`config.mk`:
```
export PLATFORM = sky130hd
export DESIGN_NAME = unified_mem_arbiter
export DESIGN_NICKNAME = d
export VERILOG_FILES = /design/src/rtl/cpu_mem_pkg.sv /design/src/rtl/mem_arb_select.sv /design/src/rtl/unified_mem_arbiter.sv
export SDC_FILE = /design/constraint.sdc
export NUM_CORES = 1
export LEC_CHECK = 0
export BUFFER_PORTS_ARGS = -buffer_cell sky130_fd_sc_hd__buf_2
export CAP_MARGIN = 20
export CORE_AREA = 2 2 108 110
export DETAILED_ROUTE_END_ITERATION = 7
export DIE_AREA = 0 0 110 112
export SLEW_MARGIN = 20
export SYNTH_ARGS = -nofsm -noshare
export SYNTH_HDL_FRONTEND = slang
export SYNTH_HIERARCHICAL = 1
export SYNTH_SLANG_ARGS = --single-unit
```
`constraint.sdc`:
```
create_clock -name clk -period 3.1 [get_ports clk]
set_input_delay 0.465 -clock clk [delete_from_list [all_inputs] [get_ports clk]]
set_output_delay 0.465 -clock clk [all_outputs]
set_load 0.03 [all_outputs]
```
`src/rtl/cpu_mem_pkg.sv`:
```
// Shared types for the unified instruction/data memory arbiter.
package cpu_mem_pkg;

  typedef enum logic {
    IDLE = 1'b0,
    WAIT = 1'b1
  } arb_state_t;

  typedef enum logic {
    OWN_IF = 1'b0,
    OWN_D  = 1'b1
  } owner_t;

  localparam int ADDR_W_DEF = 32;
  localparam int DATA_W_DEF = 32;

endpackage

```
`src/rtl/mem_arb_select.sv`:
```
// Combinational owner choice: data wins unless fetch has waited out a full streak.
module mem_arb_select #(
  parameter int MAX_D_STREAK = 4,
  parameter int SW           = 3
) (
  input  logic          if_req,
  input  logic          d_req,
  input  logic [SW-1:0] streak,
  output logic          sel_d
);

  // Fetch is chosen only when data is absent or fetch is owed a turn.
  always_comb begin
    sel_d = 1'b0;
    if (d_req && !(if_req && (streak == SW'(MAX_D_STREAK))))
      sel_d = 1'b1;
  end

endmodule

```
`src/rtl/unified_mem_arbiter.sv`:
```
// Shares a single-ported memory between fetch and load/store, one transaction at a time.
module unified_mem_arbiter
  import cpu_mem_pkg::*;
#(
  parameter int ADDR_W       = ADDR_W_DEF,
  parameter int DATA_W       = DATA_W_DEF,
  parameter int MAX_D_STREAK = 4
) (
  input  logic                clk,
  input  logic                rst,
  input  logic                if_req,
  input  logic [ADDR_W-1:0]   if_addr,
  output logic                if_gnt,
  output logic                if_rvalid,
  output logic [DATA_W-1:0]   if_rdata,
  input  logic                d_req,
  input  logic                d_we,
  input  logic [ADDR_W-1:0]   d_addr,
  input  logic [DATA_W-1:0]   d_wdata,
  input  logic [DATA_W/8-1:0] d_be,
  output logic                d_gnt,
  output logic                d_rvalid,
  output logic [DATA_W-1:0]   d_rdata,
  output logic                mem_req,
  output logic                mem_we,
  output logic [ADDR_W-1:0]   mem_addr,
  output logic [DATA_W-1:0]   mem_wdata,
  output logic [DATA_W/8-1:0] mem_be,
  input  logic                mem_gnt,
  input  logic                mem_rvalid,
  input  logic [DATA_W-1:0]   mem_rdata,
  output logic                busy
);

  localparam int SW = $clog2(MAX_D_STREAK + 1);

  arb_state_t    state, state_nx;
  owner_t        owner;
  logic [SW-1:0] streak;
  logic          sel_d;
  logic          accept;

  mem_arb_select #(
    .MAX_D_STREAK(MAX_D_STREAK),
    .SW          (SW)
  ) u_select (
    .if_req(if_req),
    .d_req (d_req),
    .streak(streak),
    .sel_d (sel_d)
  );

  // Next state and all outputs; everything is forced low while reset is held.
  always_comb begin
    state_nx  = state;
    accept    = 1'b0;
    mem_req   = 1'b0;
    mem_we    = 1'b0;
    mem_addr  = '0;
    mem_wdata = '0;
    mem_be    = '0;
    if_gnt    = 1'b0;
    d_gnt     = 1'b0;
    if_rvalid = 1'b0;
    if_rdata  = '0;
    d_rvalid  = 1'b0;
    d_rdata   = '0;
    busy      = 1'b0;
    if (rst) begin
      busy = (state == WAIT);
      case (state)
        IDLE: begin
          mem_req = if_req | d_req;
          if (sel_d) begin
            mem_we    = d_we;
            mem_addr  = d_addr;
            mem_wdata = d_wdata;
            mem_be    = d_be;
          end else begin
            mem_addr  = if_addr;
            mem_be    = '1;
          end
          if (mem_req && mem_gnt) begin
            accept   = 1'b1;
            if_gnt   = ~sel_d;
            d_gnt    = sel_d;
            state_nx = WAIT;
          end
        end
        WAIT: begin
          // Requests are ignored here; only the response matters.
          if (mem_rvalid) begin
            state_nx = IDLE;
            if (owner == OWN_D) begin
              d_rvalid = 1'b1;
              d_rdata  = mem_rdata;
            end else begin
              if_rvalid = 1'b1;
              if_rdata  = mem_rdata;
            end
          end
        end
        default: state_nx = IDLE;
      endcase
    end
  end

  // State, owner and fetch-starvation streak; reset drops any in-flight transaction.
  always_ff @(posedge clk or negedge rst) begin
    if (!rst) begin
      state  <= IDLE;
      owner  <= OWN_IF;
      streak <= '0;
    end else begin
      state <= state_nx;
      if (accept) begin
        owner <= sel_d ? OWN_D : OWN_IF;
        if (sel_d && if_req) begin
          if (streak != SW'(MAX_D_STREAK))
            streak <= streak + SW'(1);
        end else begin
          streak <= '0;
        end
      end
    end
  end

endmodule
```
# ---- Word level (Yosys, flattened, before mapping)
# Cells that the tools add are included.
dict set report totals {
  ff_bits 5
  input_bits 139
  out_inout_bits 139
  wordCells 62
}
dict set report op_classes {
  addsub 1
  eq_ne 3
  muxes 46
  n_bitwise 3
  reduce_logical 6
}
# cell n
set op_table {}
lappend op_table {{$mux 32} 14}
lappend op_table {{$mux 1} 26}
lappend op_table {{$mux 4} 3}
lappend op_table {{$mux 3} 2}
lappend op_table {{$logic_and 1x1->1} 4}
lappend op_table {{$add 3x1->3 const B} 1}
lappend op_table {{$eq 3x3->1 const B} 1}
lappend op_table {{$ne 3x3->1 const B} 1}
lappend op_table {{$ne 2x1->1 const B} 1}
lappend op_table {{$not 1->1} 2}
lappend op_table {{$pmux 1 s2} 1}
lappend op_table {{$reduce_and 2->1} 1}
lappend op_table {{$logic_not 1->1} 1}
lappend op_table {{$or 1x1->1} 1}

# ---- Logic depth before layout (Yosys ltp)
dict set report depth {
  word_depth 9
  ltp_mapped 6
  ltp_nobuf 5
}

# ---- Modules after synthesis
# Netlist, hierarchy kept.
# mod instances cells_each area_per_inst_um2 seq_area_each_um2
set modules_own_cells {}
lappend modules_own_cells {unified_mem_arbiter 1 226 1532.7 125.1}
lappend modules_own_cells {mem_arb_select 1 2 12.5 0.0}

# ---- Worst setup path after synthesis
# Ideal clock, no wire load.
dict set report synth_path {
  kind {input -> output}
  from {input if_req}
  to {output mem_addr[10]}
  t_arrival_ps 1661
  required_time_ps 2635
  slack_ps 974
  stages 6
  path_buffers 2
  path_cell_list {nand2_1 -> o31a_1 -> buf_2 -> buf_4 -> mux2i_1 -> nor2_1}
}
dict set report synth_via {
  elab_chain_len 7
}
# element line_no
set synth_rtl {}
lappend synth_rtl {{start, declared} unified_mem_arbiter.sv:11} ;# input logic if_req,
lappend synth_rtl {{$logic_and 1x1->1} mem_arb_select.sv:15} ;# if (d_req && !(if_req && (streak == SW'(MAX_D_STREAK))))
lappend synth_rtl {{$logic_not 1->1} mem_arb_select.sv:15}
lappend synth_rtl {{$logic_and 1x1->1} mem_arb_select.sv:15}
lappend synth_rtl {{$mux 1} mem_arb_select.sv:15}
lappend synth_rtl {{net sel_d} unified_mem_arbiter.sv:40} ;# logic sel_d;
lappend synth_rtl {{$mux 32} unified_mem_arbiter.sv:74} ;# if (sel_d) begin
lappend synth_rtl {{$mux 32} unified_mem_arbiter.sv:71} ;# case (state)
lappend synth_rtl {{$mux 32} unified_mem_arbiter.sv:69} ;# if (rst) begin
lappend synth_rtl {{end, declared} unified_mem_arbiter.sv:26} ;# output logic [ADDR_W-1:0] mem_addr,
# The timed path passes the listed nets, and every way through them passes these cells.

# ---- Worst setup path after layout
dict set report layout_path {
  from {register streak[2]}
  to {output mem_addr[20]}
}
dict set report layout_via {
  elab_chain_len 8
}
# element line_no
set layout_rtl {}
lappend layout_rtl {{start, declared} unified_mem_arbiter.sv:39} ;# logic [SW-1:0] streak;
lappend layout_rtl {{start signal, assigned} unified_mem_arbiter.sv:120} ;# streak <= streak + SW'(1);
lappend layout_rtl {{$eq 3x3->1} mem_arb_select.sv:15}
lappend layout_rtl {{$logic_and 1x1->1} mem_arb_select.sv:15}
lappend layout_rtl {{$logic_not 1->1} mem_arb_select.sv:15}
lappend layout_rtl {{$logic_and 1x1->1} mem_arb_select.sv:15}
lappend layout_rtl {{$mux 1} mem_arb_select.sv:15}
lappend layout_rtl {{net sel_d} unified_mem_arbiter.sv:40}
lappend layout_rtl {{$mux 32} unified_mem_arbiter.sv:74}
lappend layout_rtl {{$mux 32} unified_mem_arbiter.sv:71}
lappend layout_rtl {{$mux 32} unified_mem_arbiter.sv:69}
# The timed path passes the listed nets, and every way through them passes these cells.

==> metrics <==
Clk Latency, worst-skew pair 0.23 ns; total setup buffers inserted after CTS 0; asr flop ratio synth 100.0%; total vias in the final route ~2500; share of layout cells above drive strength 1 between 50% and 60%; R2R cell count 4; storage element area 125.1 um^2; syn nets 369; drc violations 0; post-CTS sizing 0; Final Cell Area 3136 um^2; fillcell total 1255; outcome finished, final reports clean; final hold viol count 0; root buf cell clkbuf_16; number of global-route vias before repair 2134; Leakage 0.002173 uW; final-report max-slew violation count 0; Crit Path Max Fanout 29; drt first pass iters 4; first-pass GRT wire length roughly 10 mm; Clock Sinks 5; DIE WIDTH 110 um; number of I/O pins 278; total gr overflow 0; Die Ht around 110 um; ant diodes 0; post-DR vias/cell 3.957; Least-Margin Pin Slew approximately 0.53 ns; PwrDens 311.6 nW/um^2; Mean Syn Cell Area approximately 6.8 um^2; Final period util 79.56%; most area-hungry cell type in the Yosys netlist and2_1; area delta synth->final 102.9%; WL final 7.090 mm; Die ar. roughly 12000 um^2; post-synthesis sequential area ratio 8.097%; Critical Path AT 2.00 ns; GRT Overall Usage about a tenth; EDFF count, synth 0; synth top area cells and2_1 27%, mux2i_1 21%, and3_1 14%; startpoint types flop; area of the multi-input gates 1286 um^2; Tightest Hold Check Type in -> async; max-cap violations 0; unique cell type count in the Yosys netlist 30; area of the mapped netlist roughly 1500 um^2; Post-CTS Hold Fix Bufs 0; Max Fclk 405.5 MHz; CP required 2.63 ns; CTS tree built; initial antenna violation count 0; Warnings, synthesis 6; setup violators final 0; Final #Nets 634; Clock transition at path regs 0.03 ns; Overall Power about 1000 uW; Synth top cells by count 67 x and2_1, 35 x and3_1, 33 x nor2_1; CTS HTree Levels 1; Syn Inst Count between 200 and 250; WS Path Type reg -> out; Crit. End Element output port; post-route ant nets 0; worst IR drop on VDD 0.0001132 V; site row count 39; max_slew headroom between 60% and 70%; CTS buffer count 3; Synth Flop Type dfrtp_1; DP HPWL 6.064 mm; Port Buf Inserts 277; Initial Utilization around 14%; synthesis-stage register bit count 5; worst clock skew slightly above 0.0007 ns; RSZ-0062 raised after global routing false; Setup TNS 0 ns; area share of the largest cell type after synthesis 27.13%; Core ar. about 11000 um^2; min Tclk post-route 2.466 ns; Cell Area, Placed 3057 um^2; top-count cell post-synth and2_1; WL per Instance 11.17 um; drt first-iter violations 68; Placer Congestion around 0.76; clk buf depth 2; pin count of the biggest net entering global routing 37
==> routing by layer <==
metal	part of all wire [%]	global-route usage, %
met5	0	0
met4	1.0	3.291
met3	10	0.7026
met2	53	20.29
met1	36	10.68
==> cell usage in the layout, fill, tap and decap left out, drive strengths merged, types with 2 or more instances in the layout <==
master	synthesis	routed
buf	9	283
and2	67	67
and3	36	36
nor2	33	33
mux2i	32	32
inv	6	6
a21oi	5	5
dfrtp	5	5
clkbuf	14	4
a41oi	3	3
nand3	2	2
nand2	2	2
ha	2	2
==> final timing paths <==
kind,start,end,slack [ns]
worst max register to register,streak[0]$_DFFE_PN0P_,streak[1]$_DFFE_PN0P_,1.33
max in group asynchronous,rst,streak[2]$_DFFE_PN0P_,2.86
worst min register to register,owner$_DFFE_PN0P_,owner$_DFFE_PN0P_,0.56
worst min-delay path,rst,owner$_DFFE_PN0P_,0.08
worst max-delay path,streak[2]$_DFFE_PN0P_,mem_addr[20],0.63
min in group clk,owner$_DFFE_PN0P_,owner$_DFFE_PN0P_,0.56
==> flip-flops by register name, summed over array words and instances (netlist names) <==
signal / cells
owner: 1
state: 1
streak: 3
==> cell families (layout without fill, tap and decap cells) <==
group | Yosys count | count (layout) | share of synthesized area, %
compound gates | 13 | 13 | 5.912
fa+ha+maj | 2 | 2 | 1.619
mux | 33 | 33 | 21.70
flops | 5 | 5 | 8.097
buf+inv | 29 | 293 | 8.744
simple gates | 146 | 146 | 53.93
==> per-stage QoR <==
step / utilization, % / setup WS, ns / hold slack (ns) / instances
2_1_floorplan: - / 0.9741 / 0.1694 / 228
4_1_cts: 28.06 / 0.5851 / 0.07454 / 635
6_report: 28.06 / 0.6336 / 0.07527 / 635
3_3_place_gp: 27.35 / 0.6519 / 0.3131 / 631
3_5_place_dp: 27.35 / 0.6417 / 0.3128 / 631
5_1_grt: 28.06 / 0.5051 / 0.08222 / 635
==> where the power goes <==
group / switching [uW] / internal [uW] / total [uW]
Sequential: 26.0 / 87.6 / 114
Combinational: 407 / 248 / 655
Clock: 38.6 / 170 / 209
==> layout make-up <==
type,instances,share of cell area (%)
clock buffers,4,2.514
inverters,6,0.7183
multi-input cells,194,41.02
flip-flops and latches,5,3.990
well taps,143,5.706
repair buffers,283,46.05
==> worst max-delay path, cell delays in order (launching register included) <==
cell and delay (ns):
dfrtp_1 0.41, nand2_1 0.09, o31a_2 0.47, buf_12 0.29, mux2i_1 0.26, nor2_1 0.05
buf_2 0.19
No activity file was read; power rests on OpenSTA's default activity.
